**src/rtl/itch_pkg.sv**
```systemverilog
// itch_pkg: shared ITCH type codes, dispatcher states and header field layout
package itch_pkg;
   localparam logic [7:0] CHAR_D = 8'h44;
   localparam logic [7:0] CHAR_E = 8'h45;
   localparam logic [7:0] CHAR_X = 8'h58;
   localparam logic [7:0] CHAR_C = 8'h43;
   localparam int TYPE_LSB = 0;
   localparam int LEN_LSB = 16;
   typedef enum logic [2:0] {
      TYPE_D = 3'd0,
      TYPE_E = 3'd1,
      TYPE_X = 3'd2,
      TYPE_C = 3'd3
   } itch_type_e;
   typedef enum logic [2:0] {IDLE, ARM, FORWARD, DRAIN, WAIT_DONE, GAP} disp_state_e;
   function automatic logic [15:0] sat_inc(input logic [15:0] v);
      return (v == 16'hFFFF) ? v : v + 16'd1;
   endfunction
endpackage

```
**src/rtl/itch_type_decode.sv**
```systemverilog
// itch_type_decode: maps an ITCH type character to {supported, parser type code}
module itch_type_decode
   import itch_pkg::*;
(
   input  logic [7:0] type_char,
   output logic       supported,
   output itch_type_e code
);
   always_comb begin
      supported = type_char inside {CHAR_D, CHAR_E, CHAR_X, CHAR_C};
      code = (type_char == CHAR_E) ? TYPE_E :
             (type_char == CHAR_X) ? TYPE_X :
             (type_char == CHAR_C) ? TYPE_C : TYPE_D;
   end
endmodule

```
**src/rtl/itch_msg_dispatcher.sv**
```systemverilog
// itch_msg_dispatcher: routes framed ITCH messages to the cancel/delete/execute parser, drains the rest
module itch_msg_dispatcher
   import itch_pkg::*;
#(
   parameter int DATA_WIDTH = 31,
   parameter int LEN_WIDTH  = 16,
   parameter int TIMEOUT    = 64,
   parameter int GAP_CYCLES = 1
) (
   input  logic                  clk_in,
   input  logic                  reset_in,
   input  logic [DATA_WIDTH:0]   s_data_in,
   input  logic                  s_valid_in,
   input  logic                  s_sop_in,
   output logic                  s_ready_out,
   output logic                  enable_out,
   output logic [2:0]            mess_type_out,
   output logic                  valid_out,
   output logic [DATA_WIDTH:0]   data_out,
   input  logic                  parser_ready_in,
   output logic                  msg_done_out,
   output logic                  err_out,
   output logic [15:0]           drop_count_out
);
   localparam int TW = $clog2(TIMEOUT + 1);
   localparam int GW = $clog2(GAP_CYCLES + 1);
   localparam logic [TW-1:0] TMO_LAST = TW'(TIMEOUT - 1);
   localparam logic [GW-1:0] GAP_LAST = GW'(GAP_CYCLES - 1);
   localparam logic [LEN_WIDTH-2:0] CNT_ONE = (LEN_WIDTH-1)'(1);
   disp_state_e          state;
   logic [LEN_WIDTH-1:0] len;
   logic [LEN_WIDTH-2:0] n, cnt;
   logic [TW-1:0]        tmo;
   logic [GW-1:0]        gap;
   logic                 supported, sop_hit, accept;
   itch_type_e           code;
   itch_type_decode u_dec (
      .type_char(s_data_in[TYPE_LSB +: 8]),
      .supported(supported),
      .code(code)
   );
   // (L+3)>>2 without carrying the two discarded low sum bits
   always_comb begin
      len = s_data_in[LEN_LSB +: LEN_WIDTH];
      n = {1'b0, len[LEN_WIDTH-1:2]} + (LEN_WIDTH-1)'(|len[1:0]);
      sop_hit = s_sop_in && s_valid_in;
      s_ready_out = (state == IDLE) || ((state == FORWARD || state == DRAIN) && !sop_hit);
      accept = s_valid_in && s_ready_out;
   end
   always_ff @(posedge clk_in) begin
      if (reset_in) begin
         state <= IDLE;
         enable_out <= 1'b0;
         mess_type_out <= '0;
         valid_out <= 1'b0;
         data_out <= '0;
         msg_done_out <= 1'b0;
         err_out <= 1'b0;
         drop_count_out <= '0;
         cnt <= '0;
         tmo <= '0;
         gap <= '0;
      end else begin
         valid_out <= 1'b0;
         msg_done_out <= 1'b0;
         err_out <= 1'b0;
         case (state)
            IDLE: if (accept) begin
               if (!s_sop_in || n == '0) begin
                  err_out <= 1'b1;
                  if (s_sop_in && !supported) drop_count_out <= sat_inc(drop_count_out);
               end else begin
                  cnt <= n;
                  enable_out <= supported;
                  state <= supported ? ARM : DRAIN;
                  if (supported) mess_type_out <= code;
               end
            end
            ARM: state <= FORWARD;
            FORWARD: if (sop_hit) begin
               err_out <= 1'b1;
               enable_out <= 1'b0;
               gap <= '0;
               state <= GAP;
            end else if (accept) begin
               data_out <= s_data_in;
               valid_out <= 1'b1;
               cnt <= cnt - 1'b1;
               if (cnt == CNT_ONE) begin
                  tmo <= '0;
                  state <= WAIT_DONE;
               end
            end
            // a sop mid-drain still retires the dropped message
            DRAIN: if (sop_hit || accept) begin
               cnt <= cnt - 1'b1;
               err_out <= sop_hit;
               if (sop_hit || cnt == CNT_ONE) begin
                  drop_count_out <= sat_inc(drop_count_out);
                  state <= IDLE;
               end
            end
            WAIT_DONE: if (parser_ready_in || tmo == TMO_LAST) begin
               msg_done_out <= parser_ready_in;
               err_out <= !parser_ready_in;
               enable_out <= 1'b0;
               gap <= '0;
               state <= GAP;
            end else begin
               tmo <= tmo + 1'b1;
            end
            GAP: if (gap == GAP_LAST) state <= IDLE;
               else gap <= gap + 1'b1;
            default: state <= IDLE;
         endcase
      end
   end
endmodule

```
**config.mk**
```make
export PLATFORM = sky130hd
export DESIGN_NAME = itch_msg_dispatcher
export DESIGN_NICKNAME = d
export VERILOG_FILES = /design/src/rtl/itch_pkg.sv /design/src/rtl/itch_type_decode.sv /design/src/rtl/itch_msg_dispatcher.sv
export SDC_FILE = /design/constraint.sdc
export NUM_CORES = 1
export LEC_CHECK = 0
export BUFFER_PORTS_ARGS = -buffer_cell sky130_fd_sc_hd__buf_2
export CORE_MARGIN = 1.5
export CORE_UTILIZATION = 55
export CTS_CLUSTER_SIZE = 30
export DETAILED_ROUTE_END_ITERATION = 16
export PLACE_DENSITY = 0.81
export SLEW_MARGIN = 10
export SYNTH_ARGS = -nofsm -noshare
export SYNTH_HDL_FRONTEND = slang
export SYNTH_SLANG_ARGS = --single-unit
```
**constraint.sdc**
```tcl
create_clock -name clk_in -period 7 [get_ports clk_in]
set_input_delay 0.7 -clock clk_in [delete_from_list [all_inputs] [get_ports clk_in]]
set_output_delay 0.7 -clock clk_in [all_outputs]
set_load 0.005 [all_outputs]
```
Yosys cells after proc, flatten, opt, wreduce, memory -nomap -nowiden
Index checks and enable logic that the tools add are counted.
Word-level totals
  output and inout bits: 56
  register bits after elaboration: 81
  logic and storage cells: 127
  input bits: 37
Cells by class
  reductions and logical operators: 33
  multiplexer cells: 46
  bitwise operators: 5
  eq/ne operators: 27
  add/subtract/negate cells: 5
Operators with widths (number)
  $mux W16: 6
  $mux W15: 5
  $pmux W15 S3: 1
  $mux W3: 11
  $eq A8 B7 Y1 const B: 4
  $pmux W16 S2: 1
  $mux W7: 4
  $pmux W3 S6: 1
  $add A16 B1 Y16 const B: 1
  $eq A16 B16 Y1 const B: 1
  $ne A2 B2 Y1 const B: 8
  $add A14 B1 Y15: 1
  $eq A15 B1 Y1 const B: 1
  $logic_not A15 Y1: 1
  $sub A15 B1 Y15 const B: 1
  $pmux W7 S2: 1
  $reduce_and A6 Y1: 2
  $mux W1: 11
  $ne A2 B1 Y1 const B: 5
  $reduce_and A5 Y1: 2
  $reduce_bool A3 Y1: 3
  $reduce_and A8 Y1: 1
  $add A7 B1 Y7 const B: 1
  $eq A7 B6 Y1 const B: 1
  20 further kinds: 42

Depth between registers and ports, before layout
  depth in word-level cells: 8
  depth in mapped cells: 13

Modules after synthesis
A second synthesis with hierarchy kept.
Unflattened totals
  cells, all modules: 540
  area total of the unflattened synthesis: 4121.5 um2
Modules (own cells, without submodules)
  itch_msg_dispatcher: area each 4020.1 um2, seq. area each 1601.5 um2, times used 1, cells an instance 524
  itch_type_decode: area each 101.3 um2, seq. area each 0.0 um2, times used 1, cells an instance 16

Worst setup path before layout
Ideal clock, no wire load.
  path type: input to register
  start point: in s_data_in[16]
  end point: reg drop_count_out[8]
  buffers on the path: 2
  required time: 6.879 ns
  data arrival time: 3.509 ns
  slack: 3.370 ns
  cell stages on the path: 12
  cells stage by stage: or2_2 -> ha_1 -> ha_1 -> buf_2 -> or3_1 -> a211oi_1 -> o2111ai_1 -> nor4_4 -> a31oi_4 -> buf_6 -> nor4_1 -> mux2_2
Between the ends
  longest elaborated chain between the ends: 6
RTL lines
  from (decl): RTL line itch_msg_dispatcher.sv:12  | input logic [DATA_WIDTH:0] s_data_in,
  $reduce_or A2 Y1: RTL line itch_msg_dispatcher.sv:45  | n = {1'b0, len[LEN_WIDTH-1:2]} + (LEN_WIDTH-1)'(|len[1:0]);
  $add A14 B1 Y15: RTL line itch_msg_dispatcher.sv:45
  $logic_not A15 Y1: RTL line itch_msg_dispatcher.sv:69  | if (!s_sop_in || n == '0) begin
  $logic_or A1 B1 Y1: RTL line itch_msg_dispatcher.sv:69
  $ne A2 B1 Y1 (no line)
  $reduce_and A6 Y1 (no line)
  to (signal assigned): RTL line itch_msg_dispatcher.sv:71  | if (s_sop_in && !supported) drop_count_out <= sat_inc(drop_count_out);
  to (signal assigned): RTL line itch_msg_dispatcher.sv:99  | drop_count_out <= sat_inc(drop_count_out);
  to (decl): RTL line itch_msg_dispatcher.sv:23  | output logic [15:0] drop_count_out
No other way between the ends.
A chain may end at the register's enable or synchronous reset.

Worst setup path in the final report
  start point: in s_data_in[16]
  end point: reg drop_count_out[5]
The elaborated chain is that of the path after synthesis.

==> results.sh <==
export IMPL_outcome="finished, final reports clean"
export IMPL_rsz0062_at_grt="no"
export IMPL_num_rows=31
export IMPL_finalHoldViolCount=0
export IMPL_grt_first_pass_wirelength_um=17600
export IMPL_powerDensity_nw_per_um2=214
export IMPL_synth_distinct_cells=58
export IMPL_peakVddDrop_mv=0.173
export IMPL_drc=0
export IMPL_setup_ws_ns=3.26
export IMPL_ys_flop_type="dfxtp_1"
export IMPL_path_cells="buf_2 -> or2_2 -> ha_1 -> ha_1 -> or3_1 -> a211oi_1 -> o2111ai_1 -> nor4_4 -> a31oi_4 -> nor4_1 -> mux2_2"
export IMPL_synth_edf_count=0
export IMPL_drive_above_1_share_pct=20.9
export IMPL_cts_root_buf="clkbuf_8"
export IMPL_endpoint="drop_count_out[5]"
export IMPL_placedCellCount=715
export IMPL_clock_path_buffers=2
export IMPL_maxCapViolations=0
export IMPL_clock_fmax_mhz=267
export IMPL_track_usage_pct=25.5
export IMPL_cts_resized_gates=0
export IMPL_dpl_hpwl_um=7260
export IMPL_min_path_type="reg2reg"
export IMPL_ant_nets=0
export IMPL_place_ws_ns=2.91
export IMPL_die_area_um2=8270
export IMPL_crit_fanout=27
export IMPL_seq_area_frac_synth_pct=37.2
export IMPL_min_path_cells=2
export IMPL_overflow=0
export IMPL_finalCritPeriodShare_pct=53.4
export IMPL_wire_per_inst_um=14.4
export IMPL_synth_area_leaders="dfxtp_1 (37%), a21oi_1 (8.6%), nand2_1 (8.6%)"
export IMPL_pwr_share_seq_pct=46.6
export IMPL_ys_ff_latch=79
export IMPL_syn_nets=602
export IMPL_slew_violations=0
export IMPL_nFillCells=651
export IMPL_wl_um=10500
export IMPL_vias_per_cell=5.83
export IMPL_setup_viol=0
export IMPL_worst_clock_skew_ns=0.0105
export IMPL_die_y_um=90.9
export IMPL_p_clk_share_pct=33.5
export IMPL_async_reset_ff_share_pct=0
export IMPL_antenna_cells=0
export IMPL_synth_top_area_cell="dfxtp_1"
export IMPL_dpl_instance_area_um2=4680
export IMPL_slew_limit_headroom_pct=26.0
export IMPL_whs_ns=0.454
export IMPL_grt_pass1_vias=3727
export IMPL_required_ns=7.25
export IMPL_antenna_found_initial=0
export IMPL_synthToLayoutAreaGrowth_pct=14.9
export IMPL_pwr_share_comb_pct=19.8
export IMPL_ios=93
export IMPL_drtIter0Drc=316
export IMPL_worstSetupStartpoint="s_data_in[16]"
export IMPL_cts_hold_buf=0
export IMPL_cts_sink_count=79
export IMPL_worst_ep_arrival_time_ns=3.99
export IMPL_die_x_um=90.9
export IMPL_slowest_delay_ns=0.52
export IMPL_port_buffers=91
export IMPL_yosysTopAreaCellShare_pct=37.2
export IMPL_power_total_mw=1.05
export IMPL_yosys_warnings=0
export IMPL_slowest_stage="nor4_4"
export IMPL_fin_nets=670
export IMPL_post_cts_buffers=0
export IMPL_cts_buffers=9
export IMPL_fin_cells=731
export IMPL_clk_pin_slew_ns=0.09
export IMPL_cts_tree="built"
export IMPL_fin_area_um2=4890
export IMPL_htreeDepth=3
export IMPL_dr_pass1_iters=5
export IMPL_cp_end_kind="flop"
export IMPL_postSynthCellCount=559
export IMPL_grt_max_degree=80
export IMPL_gp_congestion=0.906
export IMPL_core_area_um2=7370
export IMPL_reg2reg_depth=7
export IMPL_startpoint_type="primary input"
export IMPL_worst_slew_pin_slew_ns=1.11
export IMPL_fin_tns_setup_ns=0
export IMPL_path_class="in2reg"
export IMPL_cp_common_cell="ha_1"
export IMPL_p_sw_mw=0.333
export IMPL_timing_rr_start="cnt[10]"
export IMPL_internal_power_mw=0.715
export IMPL_ff2ff_setup_slack_ns=3.83
export IMPL_avgSynthCellArea_um2=7.61
export IMPL_switching_share_pct=31.8
export IMPL_clock_latency_ns=0.35
export IMPL_fin_util_pct=66.3
export IMPL_layout_min_cycle_time_ns=3.74
export IMPL_crit_cells=11
export IMPL_crit_buf_inv=1
export IMPL_vias=4263
export IMPL_syn_area_um2=4250
export IMPL_static_leakage_power_nw=1.87
export IMPL_path_delay_family="simple AND/OR/NAND/NOR gates"
export IMPL_crit_reg2reg_capture="drop_count_out[8]"
export IMPL_start_util_pct=57.7
[synthesized netlist by cell type, types with 2 or more instances]
| cell | n |
|---|---|
| nand2_1 | 97 |
| dfxtp_1 | 79 |
| a21oi_1 | 73 |
| nor2_1 | 38 |
| nand3_1 | 30 |
| o21ai_0 | 30 |
| clkbuf_1 | 27 |
| nor3_1 | 20 |
| inv_1 | 12 |
| xor2_1 | 12 |
| nand4_1 | 10 |
| o31ai_1 | 10 |
| nor2b_1 | 9 |
| or3_1 | 9 |
| or4_1 | 9 |
| xnor2_1 | 7 |
| ha_1 | 6 |
| mux2_2 | 6 |
| and3_1 | 5 |
| buf_4 | 5 |
| nor4_1 | 5 |
| or2_2 | 5 |
| a211oi_1 | 4 |
| nand2b_1 | 4 |
| a2111oi_0 | 3 |
| a211o_1 | 3 |
| buf_6 | 3 |
| nor3b_1 | 3 |
| a31oi_1 | 2 |
| a32oi_1 | 2 |
| buf_2 | 2 |
| mux2i_1 | 2 |
| o2111ai_1 | 2 |
[cell type report]
type / instances / area [µm²] / area share (%)
sequential: 79 / 1580 / 32.4
timing repair buffer: 94 / 478 / 9.78
inverter: 12 / 45.0 / 0.922
multi-input combinational: 431 / 2450 / 50.2
clock inverter: 6 / 68.8 / 1.41
clock buffer: 10 / 138 / 2.82
tap: 99 / 124 / 2.54
[layout by cell type, fill, tap and decap left out, drive strengths merged, types with 4 or more instances in the layout]
cell type / count
mux2: 6
nand3: 32
xnor2: 7
ha: 6
nor3: 20
a21oi: 73
buf: 94
nand2b: 4
nor2b: 9
or4: 9
dfxtp: 79
nand2: 97
inv: 13
nand4: 10
or2: 5
a211oi: 4
o31ai: 10
o21ai: 30
or3: 9
xor2: 12
and3: 5
nor2: 38
clkbuf: 10
nor4: 7
[routing by layer]
layer,wire [µm],vias up,GRT usage (%)
met5,0,-,0
met4,123,0,7.29
met3,797,16,5.53
met2,4900,150,40.4
met1,4690,1980,34.8
li1,-,2117,-
[how the worst min path moves through the flow]
stage                          start          endpoint
finish                  data_out[28]      data_out[28]
CTS                     data_out[28]      data_out[28]
global placement        data_out[28]      data_out[28]
detailed placement      data_out[28]      data_out[28]
global route             data_out[5]       data_out[5]
floorplan           mess_type_out[0]  mess_type_out[0]
[flip-flops by register name, indices dropped and copies added, names as in the netlist]
name            flops
tmo                 7
valid_out           1
drop_count_out     16
state               3
cnt                15
msg_done_out        1
enable_out          1
mess_type_out       2
data_out           32
err_out             1
[power groups by stage]
stage                     Combinational [mW]  Clock (mW)  Sequential (mW)
after detailed placement               0.204           0            0.498
after global routing                   0.232       0.375            0.492
after floorplan                        0.155           0            0.492
after CTS                              0.205       0.354            0.488
after global placement                 0.199           0            0.497
final                                  0.208       0.351            0.488
[cell families (layout without fill, tap and decap cells)]
kind of cell    Yosys count  in the layout  share of synthesized area, %
fa+ha+maj                 6              6                          1.77
buf+inv                  49            122                          5.35
compound gates          142            142                          20.0
other cells               1              1                        0.0882
xor+xnor                 19             19                          3.91
flops                    79             79                          37.2
mux                       8              8                          2.06
simple gates            255            255                          29.6
[tightest hold or removal path: cells and delay by family, from the launching register on]
kind	cells	cell delay, ns
AOI/OAI and AO/OA	1	0.05
DFF	1	0.31
and+or+nand+nor	1	0.05
No activity file was read; power rests on OpenSTA's default activity.
